## src/rtl/step_move_scheduler_if.sv

```systemverilog
// Move-command handshake: valid/ready carrying step count, half-period and direction.
interface step_move_scheduler_if #(
  parameter int CNT_W = 16,
  parameter int DIV_W = 8
);
  logic             cmd_valid;
  logic             cmd_ready;
  logic [CNT_W-1:0] cmd_steps;
  logic [DIV_W-1:0] cmd_half;
  logic             cmd_dir;

  modport master (output cmd_valid, cmd_steps, cmd_half, cmd_dir, input cmd_ready);
  modport slave  (input cmd_valid, cmd_steps, cmd_half, cmd_dir, output cmd_ready);
endinterface

```

## src/rtl/step_move_scheduler.sv

```systemverilog
// Stepper-axis move scheduler: one pending command slot feeding an IDLE/SETUP/HIGH/LOW pulse FSM.
// First STEP rise two cycles after handshake (+DIR_SETUP on a direction change); ready drops while the slot is full or abort is high.
module step_move_scheduler #(
  parameter int CNT_W     = 16,
  parameter int DIV_W     = 8,
  parameter int DIR_SETUP = 4
) (
  input  logic                 clk,
  input  logic                 rst,
  step_move_scheduler_if.slave cmd,
  input  logic                 abort,
  output logic                 step_out,
  output logic                 dir_out,
  output logic                 busy,
  output logic                 move_done,
  output logic [CNT_W-1:0]     steps_left
);
  localparam int SET_W = (DIR_SETUP > 1) ? $clog2(DIR_SETUP) : 1;
  localparam logic [SET_W-1:0] SET_LAST = SET_W'(DIR_SETUP - 1);

  typedef enum logic [1:0] {IDLE, SETUP, HIGH, LOW} state_e;

  state_e             state_q, state_d;
  logic               pend_vld_q, pend_vld_d;
  logic [CNT_W-1:0]   pend_steps_q, pend_steps_d;
  logic [DIV_W-1:0]   pend_half_q, pend_half_d;
  logic               pend_dir_q, pend_dir_d;
  logic [CNT_W-1:0]   steps_q, steps_d;
  logic [DIV_W-1:0]   half_q, half_d;
  logic [DIV_W-1:0]   ph_q, ph_d;
  logic [SET_W-1:0]   set_q, set_d;
  logic               dir_q, dir_d;
  logic               dir_known_q, dir_known_d;
  logic               step_q, step_d;
  logic               done_q, done_d;
  logic               accept;
  logic               pop;

  always_ff @(posedge clk) begin
    if (rst) state_q <= IDLE;
    else     state_q <= state_d;
  end

  always_comb begin
    state_d = state_q;
    unique case (state_q)
      IDLE:  if (pend_vld_q && pend_steps_q != '0)
               state_d = (!dir_known_q || pend_dir_q != dir_q) ? SETUP : HIGH;
      SETUP: if (set_q == SET_LAST) state_d = HIGH;
      HIGH:  if (ph_q == '0) state_d = LOW;
      LOW:   if (ph_q == '0) state_d = (steps_q == '0) ? IDLE : HIGH;
      default: state_d = IDLE;
    endcase
    if (abort) state_d = IDLE;
  end

  always_comb begin
    cmd.cmd_ready = !pend_vld_q && !abort;
    busy          = (state_q != IDLE) || pend_vld_q;
    step_out      = step_q;
    dir_out       = dir_q;
    move_done     = done_q;
    steps_left    = steps_q;
  end

  assign accept = cmd.cmd_valid && !pend_vld_q && !abort;
  assign pop    = (state_q == IDLE) && pend_vld_q;

  always_comb begin
    pend_vld_d   = pend_vld_q;
    pend_steps_d = pend_steps_q;
    pend_half_d  = pend_half_q;
    pend_dir_d   = pend_dir_q;
    steps_d      = steps_q;
    half_d       = half_q;
    ph_d         = ph_q;
    set_d        = '0;
    dir_d        = dir_q;
    dir_known_d  = dir_known_q;
    done_d       = 1'b0;
    if (pop) begin
      pend_vld_d = 1'b0;
      half_d     = (pend_half_q == '0) ? DIV_W'(1) : pend_half_q;
      steps_d    = pend_steps_q;
      // A zero-step move completes at once and must not disturb the DIR pin.
      if (pend_steps_q == '0) done_d = 1'b1;
      else begin
        dir_d       = pend_dir_q;
        dir_known_d = 1'b1;
      end
    end
    if (accept) begin
      pend_vld_d   = 1'b1;
      pend_steps_d = cmd.cmd_steps;
      pend_half_d  = cmd.cmd_half;
      pend_dir_d   = cmd.cmd_dir;
    end
    if (state_q == SETUP) set_d = set_q + SET_W'(1);
    if (state_q == HIGH && state_d == LOW && steps_q != '0) steps_d = steps_q - CNT_W'(1);
    if (state_q == LOW && state_d == IDLE) done_d = 1'b1;
    if (state_d == HIGH || state_d == LOW)
      ph_d = (state_d != state_q) ? half_d - DIV_W'(1) : ph_q - DIV_W'(1);
    if (abort) begin
      pend_vld_d  = 1'b0;
      steps_d     = '0;
      done_d      = 1'b0;
      dir_d       = dir_q;
      dir_known_d = dir_known_q;
    end
    step_d = (state_d == HIGH);
  end

  always_ff @(posedge clk) begin
    if (rst) begin
      pend_vld_q   <= 1'b0;
      pend_steps_q <= '0;
      pend_half_q  <= '0;
      pend_dir_q   <= 1'b0;
      steps_q      <= '0;
      half_q       <= '0;
      ph_q         <= '0;
      set_q        <= '0;
      dir_q        <= 1'b0;
      dir_known_q  <= 1'b0;
      step_q       <= 1'b0;
      done_q       <= 1'b0;
    end else begin
      pend_vld_q   <= pend_vld_d;
      pend_steps_q <= pend_steps_d;
      pend_half_q  <= pend_half_d;
      pend_dir_q   <= pend_dir_d;
      steps_q      <= steps_d;
      half_q       <= half_d;
      ph_q         <= ph_d;
      set_q        <= set_d;
      dir_q        <= dir_d;
      dir_known_q  <= dir_known_d;
      step_q       <= step_d;
      done_q       <= done_d;
    end
  end
endmodule

```

## src/flat_wrapper.sv

```systemverilog
// flat-port wrapper written by rule: the top's interface ports become plain ports
module step_move_scheduler_flat 
#(
  parameter int CNT_W     = 16,
  parameter int DIV_W     = 8,
  parameter int DIR_SETUP = 4
)
  (clk, rst, abort, step_out, dir_out, busy, move_done, steps_left, cmd_cmd_valid, cmd_cmd_steps, cmd_cmd_half, cmd_cmd_dir, cmd_cmd_ready);
  step_move_scheduler_if #(.CNT_W(CNT_W), .DIV_W(DIV_W)) cmd_i ();
  input  logic clk;
  input  logic rst;
  input  logic abort;
  output logic step_out;
  output logic dir_out;
  output logic busy;
  output logic move_done;
  output logic [CNT_W-1:0] steps_left;
  input wire logic [$bits(cmd_i.cmd_valid)-1:0] cmd_cmd_valid;
  input wire logic [$bits(cmd_i.cmd_steps)-1:0] cmd_cmd_steps;
  input wire logic [$bits(cmd_i.cmd_half)-1:0] cmd_cmd_half;
  input wire logic [$bits(cmd_i.cmd_dir)-1:0] cmd_cmd_dir;
  output wire logic [$bits(cmd_i.cmd_ready)-1:0] cmd_cmd_ready;
  assign cmd_i.cmd_valid = cmd_cmd_valid;
  assign cmd_i.cmd_steps = cmd_cmd_steps;
  assign cmd_i.cmd_half = cmd_cmd_half;
  assign cmd_i.cmd_dir = cmd_cmd_dir;
  assign cmd_cmd_ready = cmd_i.cmd_ready;
  step_move_scheduler #(.CNT_W(CNT_W), .DIV_W(DIV_W), .DIR_SETUP(DIR_SETUP)) u_core (.clk(clk), .rst(rst), .cmd(cmd_i), .abort(abort), .step_out(step_out), .dir_out(dir_out), .busy(busy), .move_done(move_done), .steps_left(steps_left));
endmodule
```

## config.mk

```make
export PLATFORM = sky130hd
export DESIGN_NAME = step_move_scheduler_flat
export DESIGN_NICKNAME = d
export VERILOG_FILES = /design/src/rtl/step_move_scheduler_if.sv /design/src/rtl/step_move_scheduler.sv /design/src/flat_wrapper.sv
export SDC_FILE = /design/constraint.sdc
export NUM_CORES = 1
export LEC_CHECK = 0
export CAP_MARGIN = 40
export CORE_AREA = 3 3 95 97
export CTS_BUF_LIST = sky130_fd_sc_hd__clkbuf_8
export DETAILED_ROUTE_END_ITERATION = 10
export DIE_AREA = 0 0 98 100
export PLACE_DENSITY = 0.72
export SLEW_MARGIN = 10
export SYNTH_ARGS = -nofsm -noshare
export SYNTH_HDL_FRONTEND = slang
export SYNTH_SLANG_ARGS = --single-unit
```

## constraint.sdc

```tcl
create_clock -name clk -period 4.7 [get_ports clk]
set_input_delay 0.47 -clock clk [delete_from_list [all_inputs] [get_ports clk]]
set_output_delay 0.47 -clock clk [all_outputs]
set_load 0.02 [all_outputs]
```

==> flow_summary.ini, run 1 <==
[outcome]
outcome = completed

[logic_synthesis]
ys_seq_elements = 66
synth_top_area_share_pct = 40.15
syn_area_um2 = 3291
yosys.cell_types.count = 60
synth_cells = 410
seq_area_frac_synth_pct = 40.15
avgSynthCellArea_um2 = 8.026
syn-num-nets = 442
yosysWarnings = 0
synthXorXnorAreaFrac_pct = 1.597
synth_compound_area_share_pct = 21.48
synth_ff_type = dfxtp_1
synth_area_leaders = dfxtp_1 40%, nand2_1 8.6%, a21oi_1 5.6%, nor2_1 4.1%, mux2i_1 3.3%
synth_edf_count = 0
synth_top_family_by_area = simple AND/OR/NAND/NOR gates
synth_fa_ha_area_share_pct = 1.141
synthMuxAreaShare_pct = 3.688
async_flop_share_pct = 0
synth.largest_area_cell = dfxtp_1
synth_simple_gate_area_share_pct = 28.17

[die]
die-area_um2 = 9800
core-area_um2 = 8217
ioPinCount = 50
start_util_pct = 40.05
die_w_um = 98
rows = 33
die_y_um = 100

[worst_setup_path]
worstPathCellList = inv_1 > ha_1 > nor3b_1 > nand4_1 > o21a_1 > o21ai_2 > mux2i_1 > ha_1 > nor3b_1 > o2111a_1 > o22ai_1 > a31oi_1
rr_worst_depth = 12
cpPeakStageDelay_ns = 0.50
end_kind = flop
crit_type = flop to flop
r2r_slack_ns = 1.02
cp.required_ns = 4.96
cp_slowest_cell = nor3b_1
r2r-start = u_core.steps_left[0]$_SDFFE_PP0P_
r2r_end = u_core.ph_q[6]$_SDFFE_PP0P_
cp_top_family = simple AND/OR/NAND/NOR gates
cp.arrival_ns = 3.94
critPathMaxFanout = 9
crit_buf_inv = 1
start_kind = flop

[placement]
gp_congestion = 0.8871
numPortBuffers = 49
place_inst = 545
dp.final_hpwl_um = 6161
dpl-instance-area_um2 = 3841

[cells_and_area]
fin_area_um2 = 4056
syn_to_final_growth_pct = 23.27
multi_input_area_um2 = 1846
regArea_um2 = 1321
nNetsFinal = 483
drive_gt1_share_pct = 7.456
final.fill_count = 775
insertedDiodeCount = 0
final_cells = 561

[timing]
tns_ns = 0
tightest_slew_ns = 0.8127
clock.fmax_mhz = 272.1
finalCritPeriodShare_pct = 78.19
finalSetupViolCount = 0
final.min_clock_period_ns = 3.675
maxSlewViolCount = 0
rsz0062_at_grt = no
clock_skew_ns = 0.01177
hold_viol_final = 0
relSlewSlack_pct = 45.69

[clocking]
cts_root_buffer = clkbuf_8
clk_pin_slew_worst_paths_ns = 0.07
cts_inserted_buffers = 9
holdBufCountCts = 0
post_cts.repair.setup_buffers = 0
cts_resized = 0
clock_sinks = 66
h-tree-depth = 3
cts_tree = built
clk_path_buf_depth = 2
clk_latency_ns = 0.34

[pwr]
p_total_mw = 1.203
vdd_drop_max_mv = 0.1586
power_density_nw_per_um2 = 296.5
power.leakage_nw = 1.534

[hold_path]
min-delay-start = u_core.set_q[0]$_SDFF_PP0_
hold_depth = 1
worstHoldEndpoint = u_core.set_q[0]$_SDFF_PP0_
worstHoldPathType = flop to flop

[drt]
wl_met3_um = 509
wl_met1_um = 4178
vias = 3155
top_layer = met4
drtAntennaViolNets = 0
route.detailed.drc = 0
drt-initial-drc-count = 315
route.met2.wl_um = 3777
avgViaCountPerCell = 5.624
wl_um = 8584
wire_per_inst_um = 15.30
firstDrtPassIters = 5

[grt]
grt_max_degree = 30
grt_pass1_vias = 2947
track_usage_pct = 18.13
grt_pass1_wl_um = 14530
grt-ovfl-total = 0
grt_antenna_before_repair = 0

[flow_run]
max-cap-violations = 0
## cell usage in the layout, fill, tap and decap left out, types with 3 or more instances in the layout
master / count
or3_1: 6
inv_1: 5
nand4_1: 4
nand3_1: 6
nor2_1: 36
nor4b_1: 4
o211ai_1: 4
nor2b_1: 4
a31oi_1: 9
nor4_1: 6
or4_1: 5
and2_1: 4
clkbuf_8: 12
buf_4: 3
mux2i_1: 11
clkdlybuf4s50_1: 49
o21bai_1: 3
or2_2: 3
o21ai_0: 18
nor3_1: 18
xor2_1: 4
nand2_1: 75
ha_1: 3
dfxtp_1: 66
and3_1: 5
a21oi_1: 37
a211oi_1: 8
a32oi_1: 4
## stage by stage
step                      util (%)  worst slack [ns]  hold WS, ns
after floorplan                  -             1.594       0.4081
after CTS                    49.37             1.098       0.4442
after global routing         49.37            0.5749       0.4665
after detailed placement     46.75             1.099       0.4346
final                        49.37             1.025       0.4358
after global placement       46.57             1.217       0.4184
## synth_stat cells (2+ instances only)
cell type,instances
a31oi_1,9
xor2_1,4
inv_1,4
xnor2_1,2
a311oi_1,2
a211oi_1,8
a21oi_1,37
o21a_1,2
nor3b_1,2
dfxtp_1,66
or4_1,5
nor2_1,36
o41ai_1,2
a32oi_1,4
nand2_1,75
nand4_1,4
and3_1,5
o21bai_1,3
o22ai_1,2
clkbuf_1,17
buf_6,2
nor4b_1,4
mux2i_1,11
or2_2,3
or3_1,6
nand3_1,6
buf_2,3
nor2b_1,4
nand2b_1,2
o211ai_1,4
o21ai_0,18
nor3_1,18
or4_4,2
and2_1,4
ha_1,3
nor4_1,6
nand3b_1,2
## metal layers
layer / GRT usage [%] / vias up
met5: 0 / -
met4: 6.496 / 0
met3: 3.544 / 8
met2: 27.33 / 125
met1: 25.82 / 1445
li1: - / 1577
## cells by family (layout without fill, tap and decap cells)
family / Yosys count / count (layout)
compound gates: 107 / 107
flops: 66 / 66
buf+inv: 27 / 73
simple gates: 189 / 189
xor+xnor: 6 / 6
fa+ha+maj: 3 / 3
mux: 12 / 12
## worst max-delay path by stage
stage / depth (start not counted) / slack (ns) / from / endpoint
2_1_floorplan: 12 / 1.59 / u_core.steps_left[0]$_SDFFE_PP0P_ / u_core.ph_q[6]$_SDFFE_PP0P_
3_3_place_gp: 11 / 1.22 / abort / u_core.ph_q[6]$_SDFFE_PP0P_
3_5_place_dp: 11 / 1.10 / abort / u_core.ph_q[6]$_SDFFE_PP0P_
4_1_cts: 12 / 1.10 / u_core.steps_left[0]$_SDFFE_PP0P_ / u_core.ph_q[6]$_SDFFE_PP0P_
5_1_grt: 12 / 0.57 / u_core.steps_left[0]$_SDFFE_PP0P_ / u_core.ph_q[6]$_SDFFE_PP0P_
6_report: 12 / 1.02 / u_core.steps_left[0]$_SDFFE_PP0P_ / u_core.ph_q[6]$_SDFFE_PP0P_
## area by class of cell
class,count,area share (%)
inverter,4,0.3701
clock inverter,4,1.234
timing repair buffer,53,13.02
tap,105,3.239
multi-input combinational,317,45.50
sequential,66,32.57
clock buffer,12,4.072
## state kept, by name (all words and copies together), names as in the netlist
name,flops
u_core.pend_steps_q,16
u_core.steps_left,16
u_core.half_q,8
u_core.pend_half_q,8
u_core.ph_q,8
u_core.set_q,2
u_core.state_q,2
u_core.dir_known_q,1
u_core.dir_out,1
u_core.move_done,1
u_core.pend_dir_q,1
u_core.pend_vld_q,1
u_core.step_out,1
## report_power, final
group          internal, mW  total, mW  switching (mW)  leakage [nW]
registers             0.572      0.584          0.0119         0.535
logic                0.0534      0.114          0.0604         0.889
clock network         0.288      0.505           0.218         0.110
Power figures use the tool's default switching activity.
==> inputs of run 2 (changes only) <==
--- a/config.mk
+++ b/config.mk
@@ -10,7 +10,7 @@
 export CTS_BUF_LIST = sky130_fd_sc_hd__clkbuf_8
 export DETAILED_ROUTE_END_ITERATION = 10
 export DIE_AREA = 0 0 98 100
-export PLACE_DENSITY = 0.72
+export PLACE_DENSITY = 0.75
 export SLEW_MARGIN = 10
 export SYNTH_ARGS = -nofsm -noshare
 export SYNTH_HDL_FRONTEND = slang
==> constraint.sdc (replaced) <==
create_clock -name clk -period 3.3 [get_ports clk]
set_input_delay 0.33 -clock clk [delete_from_list [all_inputs] [get_ports clk]]
set_output_delay 0.33 -clock clk [all_outputs]
set_load 0.02 [all_outputs]
==> run 2 against run 1 <==
Worst hold slack better by 0.0014 ns; total power up 53%; die area unchanged; non-clock buffer count up 11; clock power up 67%; sequential cell count unchanged; global-route usage down 0.80 points; cell count up 2.0%; combinational power up 49%; design area up 3.3%; largest power group is now clock.
==> flow_summary.ini, run 2 (same netlist as run 1, synthesis figures left out) <==
[outcome]
outcome = completed

[drt]
drt-initial-drc-count = 309
firstDrtPassIters = 5
wl_um = 8513
vias = 3213
wire_per_inst_um = 14.88
route.detailed.drc = 0
drtAntennaViolNets = 0
avgViaCountPerCell = 5.617

[grt]
grt_pass1_vias = 2920
grt-ovfl-total = 0
track_usage_pct = 17.33
grt_pass1_wl_um = 13990
grt_antenna_before_repair = 0
grt_max_degree = 28

[die]
die-area_um2 = 9800
die_w_um = 98
die_y_um = 100
ioPinCount = 50
start_util_pct = 40.05
core-area_um2 = 8217
rows = 33

[worst_setup_path]
rr_worst_depth = 10
cp_top_family = simple AND/OR/NAND/NOR gates
critPathMaxFanout = 7
worstSetupEndpoint = u_core.ph_q[4]$_SDFFE_PP0P_
cp.required_ns = 3.51
cpPeakStageDelay_ns = 0.61
crit_start = u_core.pend_steps_q[0]$_SDFFE_PP0P_
r2r_slack_ns = 0.12
crit_type = flop to flop
r2r_end = u_core.ph_q[4]$_SDFFE_PP0P_
cp_num_cells = 10
worstPathCellList = or4_1 > o41ai_4 > o311a_2 > o21ai_4 > mux2i_1 > ha_1 > nor3b_2 > nand2_1 > mux2i_1 > a2111oi_2
r2r-start = u_core.pend_steps_q[0]$_SDFFE_PP0P_
end_kind = flop
cp.arrival_ns = 3.39
cp_slowest_cell = or4_1
crit_buf_inv = 0
start_kind = flop
path_common_cell = mux2i_1

[clocking]
cts_inserted_buffers = 9
clk_pin_slew_worst_paths_ns = 0.08
cts_root_buffer = clkbuf_8
clk_latency_ns = 0.35
holdBufCountCts = 0
h-tree-depth = 3
cts_tree = built
clk_path_buf_depth = 2
clock_sinks = 66

[cells_and_area]
syn_to_final_growth_pct = 27.30
layout_common_cells = 75 x nand2_1, 66 x dfxtp_1, 49 x clkdlybuf4s50_1, 37 x a21oi_1, 36 x nor2_1
nNetsFinal = 494
layout_commonest_cell = nand2_1
final_util_pct = 50.98
final_cells = 572
drive_gt1_share_pct = 10.06
insertedDiodeCount = 0

[placement]
place_inst = 556
gp_congestion = 0.8864
dp.final_hpwl_um = 6278
numPortBuffers = 49

[hold_path]
worstHoldPathType = flop to flop
min-delay-start = u_core.set_q[0]$_SDFF_PP0_

[timing]
maxSlewViolCount = 0
final.min_clock_period_ns = 3.182
tightest_slew_ns = 0.8037
clock_skew_ns = 0.01163
relSlewSlack_pct = 46.29
finalSetupViolCount = 0
finalCritPeriodShare_pct = 96.44
hold_viol_final = 0
clock.fmax_mhz = 314.2
whs_ns = 0.4372

[pwr]
power_density_nw_per_um2 = 440.2
power.leakage_nw = 1.602
vdd_drop_max_mv = 0.2400

[flow_run]
max-cap-violations = 0
[run 2: layout make-up]
type / count / area, um^2
Fill cell: 745 / 4028
Sequential cell: 66 / 1321
Clock buffer: 9 / 123.9
Inverter: 4 / 15.01
Multi-Input combinational cell: 317 / 1869
Clock inverter: 7 / 125.1
Tap cell: 105 / 131.4
Timing Repair Buffer: 64 / 603.1
[run 2: through the flow]
| step | area [um^2] | power, mW | setup TNS, ns | worst slack [ns] |
|---|---|---|---|---|
| 3_3_place_gp | 3916 | 1.010 | 0 | 0.1739 |
| 4_1_cts | 4165 | 1.849 | 0 | 0.0009337 |
| 2_1_floorplan | 3291 | 0.9449 | 0 | 0.1942 |
| 3_5_place_dp | 3916 | 1.013 | 0 | 0.03522 |
| 5_1_grt | 4189 | 1.908 | -0.04668 | -0.04221 |
| 6_report | 4189 | 1.844 | 0 | 0.1176 |
[run 2: layer usage]
layer,track usage [%],wire (um),share of wire [%],up-vias
met5,0,0,0,-
met3,3.892,503,5.9,12
li1,-,-,-,1604
met4,5.751,110,1.3,0
met2,26.54,3832,45,111
met1,24.21,4067,48,1486
[run 2: how the worst min path moves through the flow]
| stage | endpoint | slack (ns) | cells after the start |
|---|---|---|---|
| 6_report | u_core.set_q[0]$_SDFF_PP0_ | 0.44 | 1 |
| 5_1_grt | u_core.set_q[0]$_SDFF_PP0_ | 0.46 | 1 |
| 4_1_cts | u_core.set_q[0]$_SDFF_PP0_ | 0.44 | 1 |
| 3_5_place_dp | u_core.set_q[0]$_SDFF_PP0_ | 0.43 | 1 |
| 3_3_place_gp | u_core.set_q[0]$_SDFF_PP0_ | 0.42 | 1 |
| 2_1_floorplan | u_core.set_q[0]$_SDFF_PP0_ | 0.41 | 1 |
[run 2: what timing repair did]
item / CTS / global route
buffers inserted: 0 / 0
endpoints found under the setup margin: 0 / 2
gates resized for setup: 0 / 3
[run 2: power by group]
part           switching [mW]  leakage (nW)  internal [mW]
clock network           0.335         0.124          0.508
logic                  0.0908         0.943         0.0797
registers              0.0165         0.535          0.814
